--- config.mk ---
export PLATFORM = sky130hd
export DESIGN_NAME = logic_sel_unit
export DESIGN_NICKNAME = d
export VERILOG_FILES = /design/src/rtl/logic_sel_unit.sv
export SDC_FILE = /design/constraint.sdc
export NUM_CORES = 1
export LEC_CHECK = 0
export CAP_MARGIN = 40
export CORE_ASPECT_RATIO = 0.5
export CORE_MARGIN = 5
export CORE_UTILIZATION = 40
export DETAILED_ROUTE_END_ITERATION = 10
export PLACE_DENSITY = 0.83
export SYNTH_ARGS = -nofsm -noshare
export SYNTH_HDL_FRONTEND = slang
export SYNTH_SLANG_ARGS = --single-unit
--- constraint.sdc ---
create_clock -name CLK -period 1.02 [get_ports CLK]
set_input_delay 0.153 -clock CLK [delete_from_list [all_inputs] [get_ports CLK]]
set_output_delay 0.153 -clock CLK [all_outputs]
set_load 0.02 [all_outputs]
--- src/rtl/logic_sel_unit.sv ---
// rtl/logic_sel_unit.sv - registered AND32/MUX32/MUX64 select unit; optional zero flag via ZERO_FLAG_EN
module logic_sel_unit (
  input  logic        CLK,
  input  logic        RST,
  input  logic        EN,
  input  logic [1:0]  OP,
  input  logic        S,
  input  logic [31:0] A,
  input  logic [31:0] B,
  input  logic [63:0] C,
  input  logic [63:0] D,
  output logic [63:0] Y,
  output logic        VALID,
  output logic        ZERO
);

  localparam logic [1:0] OpAnd32 = 2'b00;
  localparam logic [1:0] OpMux32 = 2'b01;
  localparam logic [1:0] OpMux64 = 2'b10;

  logic [63:0] nextY;

  // Next result from the current operands only; 32-bit ops always clear the upper half.
  always_comb begin
    nextY = 64'h0;
    case (OP)
      OpAnd32: nextY = {32'h0, A & B};
      OpMux32: nextY = {32'h0, (S ? B : A)};
      OpMux64: nextY = S ? D : C;
      default: nextY = 64'h0;
    endcase
  end

  // Result register: capture on EN, otherwise hold; VALID marks the cycle after a capture.
  always_ff @(posedge CLK or negedge RST) begin
    if (!RST) begin
      Y     <= 64'h0;
      VALID <= 1'b0;
    end else begin
      VALID <= EN;
      if (EN) begin
        Y <= nextY;
      end
    end
  end

`ifdef ZERO_FLAG_EN
  assign ZERO = (Y == 64'h0);
`else
  assign ZERO = 1'b0;
`endif

endmodule

==> reports/results.tsv <==
metric	value	unit
status	finished with violations	
violations	setup timing	
powerDensity	1200	mW/mm²
track_usage	25.8	%
yosysTopAreaCell	dfrtp_1	
die_h	81.7	µm
worstSetupStartpointType	register	
area_delta_synth_final	90.6	%
p_clk_share	34.9	%
vias	4227	
gp_congestion	0.803	
grt_first_pass_wirelength	25000	µm
synth_area	0.00411	mm²
hold_viol	0	
clk_latency	0.33	ns
cp-end-kind	output pin	
cts_tree	built	
required	0.87	ns
route.detailed.drc	0	
ys_ff_latch	65	
final_util	77.4	%
path_delay_family	flip-flops	
peakVddDrop	0.918	mV
drt_iter0_drc	166	
critical_path_class	reg2out	
syn-num-nets	560	
synth_top_flop_cell	dfrtp_1	
avgSynthCellArea	11.4	µm²
hold_path.class	in2async	
firstDrtPassIters	4	
pwr-share-seq	31.8	%
dp.cells	772	
drv_slew	0	
n_antenna_cell	0	
drive_above_1_share	31.9	%
via_per_inst	5.12	
synth_top_cell_area_share	39.6	%
grt_max_degree	36	
final_nets	879	
synth_edf_count	0	
setup_slack	-0.0337	ns
place_ws	-0.624	ns
seq_area_frac_synth	39.6	%
ant_nets	0	
cts.path.max_buffers	2	
synth_most_common_cell	dfrtp_1	
place_area	0.00708	mm²
cp.arrival	0.90	ns
routedWlPerCell	20.9	µm
yosys_warnings	0	
synth_commonest_cells	65 x dfrtp_1, 64 x mux2i_1, 33 x nand2b_1	
post-route-period-util	103	%
postSynthCellCount	362	
htreeDepth	3	
async_flop_share	100	%
die_width	153	µm
cts_sinks	65	
die_area	0.0125	mm²
cp_slowest_stage_delay	0.42	ns
core.rowCount	26	
pin_count	264	
final-setup-viol-count	12	
portBuffers	262	
p_comb_share	33.4	%
switchingPower	2.62	mW
clkSlewWorstSetupHoldPaths	0.06	ns
gr-total-overflow	0	
antenna_found_initial	0	
hpwl	12400	µm
crit_slowest_cell	dfrtp_1	
rsz0062_at_grt	true	
start_util	40.6	%
fmax	0.949	GHz
stdcell_area	0.00784	mm²
core_region_area	0.0101	mm²
cts_buffers	9	
intPower	6.79	mW
leakage	3.59	nW
sw_frac_of_total	27.8	%
cp_max_fo	2	
routed_wl	17300	µm
path_cells	buf_6	
clockRootBuffer	clkbuf_16	
synth.area.top_cells	dfrtp_1 40%, mux2i_1 16%, a22oi_2 8.8%	
max_cap_violations	0	
finClkSkew	0	ns
fin_crit	1.05	ns
ys_types	17	
final_cell_count_no_fill	826	
critPathBufInv	1	
grt_pass1_vias	4518	
[power by group through the flow]
stage / registers [mW] / clock network, mW / logic (mW)
6_report: 2.99 / 3.28 / 3.14
5_1_grt: 3.01 / 3.44 / 3.30
4_1_cts: 2.97 / 3.28 / 3.00
3_5_place_dp: 2.97 / 0 / 2.85
3_3_place_gp: 2.97 / 0 / 2.79
2_1_floorplan: 3.25 / 0 / 0.887
[routing by layer]
metal  track usage [%]  wire, µm  share of wire (%)
met1              28.8      6620                 38
met4              8.55       466                2.7
met5                 0         0                  0
met3              6.58       827                4.8
met2              49.3      9370                 54
[sequential cells by signal (all words and copies together) (netlist names)]
| signal | count |
|---|---|
| VALID | 1 |
| Y | 64 |
[path summary, 6_finish.rpt]
check                       from     to  slack (ns)  cells past startpoint
min                          RST  Y[48]        0.28                      2
max                        Y[33]  Y[33]       -0.03                      1
min reg2reg                 Y[2]   Y[2]        0.52                      2
max reg2reg                Y[16]  Y[16]        0.05                      4
min in group CLK              EN  VALID        0.29                      2
max in group asynchronous    RST  Y[59]        0.23                      3
[final cells by class]
class / instances / area (µm²)
clock buffers: 10 / 229
fillers: 645 / 2280
repair buffers: 345 / 3480
multi-input cells: 228 / 2120
inverters: 32 / 120
flip-flops and latches: 65 / 1630
well taps: 140 / 175
clock inverters: 6 / 82.6
[cell families (layout without fill, tap and decap cells)]
group                  after synthesis  after routing  synth area share [%]
multiplexers                        64             64                  15.6
AND/OR/NAND/NOR                     35             35                  5.54
AO/OA/AOI/OAI                      128            128                  29.9
buffers and inverters               69            393                  9.28
other                                1              1                0.0912
flip-flops                          65             65                  39.6
[cells in the final DEF, fill, tap and decap left out, types with 4 or more instances in the layout]
cell type | Yosys | final
o221ai_1 | 12 | 11
nand2b_1 | 33 | 32
clkdlybuf4s50_1 | 0 | 192
a22oi_2 | 29 | 29
inv_1 | 32 | 32
a21o_1 | 32 | 32
buf_4 | 3 | 71
buf_12 | 0 | 8
o221ai_2 | 20 | 21
o22ai_1 | 32 | 31
mux2i_1 | 64 | 64
dfrtp_1 | 65 | 65
buf_6 | 13 | 65
buf_2 | 11 | 4
clkbuf_16 | 0 | 9
[metrics by stage]
stage	hold slack, ns	power (mW)	TNS [ns]
final	0.283	9.41	-0.107
after global routing	0.300	9.76	-0.999
after CTS	0.249	9.25	-0.0661
after detailed placement	0.0639	5.82	-41.13
after global placement	0.0648	5.76	-39.16
after floorplan	-0.143	4.14	-0.222
[what timing repair did]
item                                   in CTS  in global routing
setup endpoints to repair                 129                 83
pin swaps                                   2                  0
setup buffers                              16                 18
resized for setup                         375                 22
endpoints found under the hold margin      10                  0
hold buffers                                1                  0
cloned                                      3                  0
Note: power is estimated with default switching activity, not from simulation.
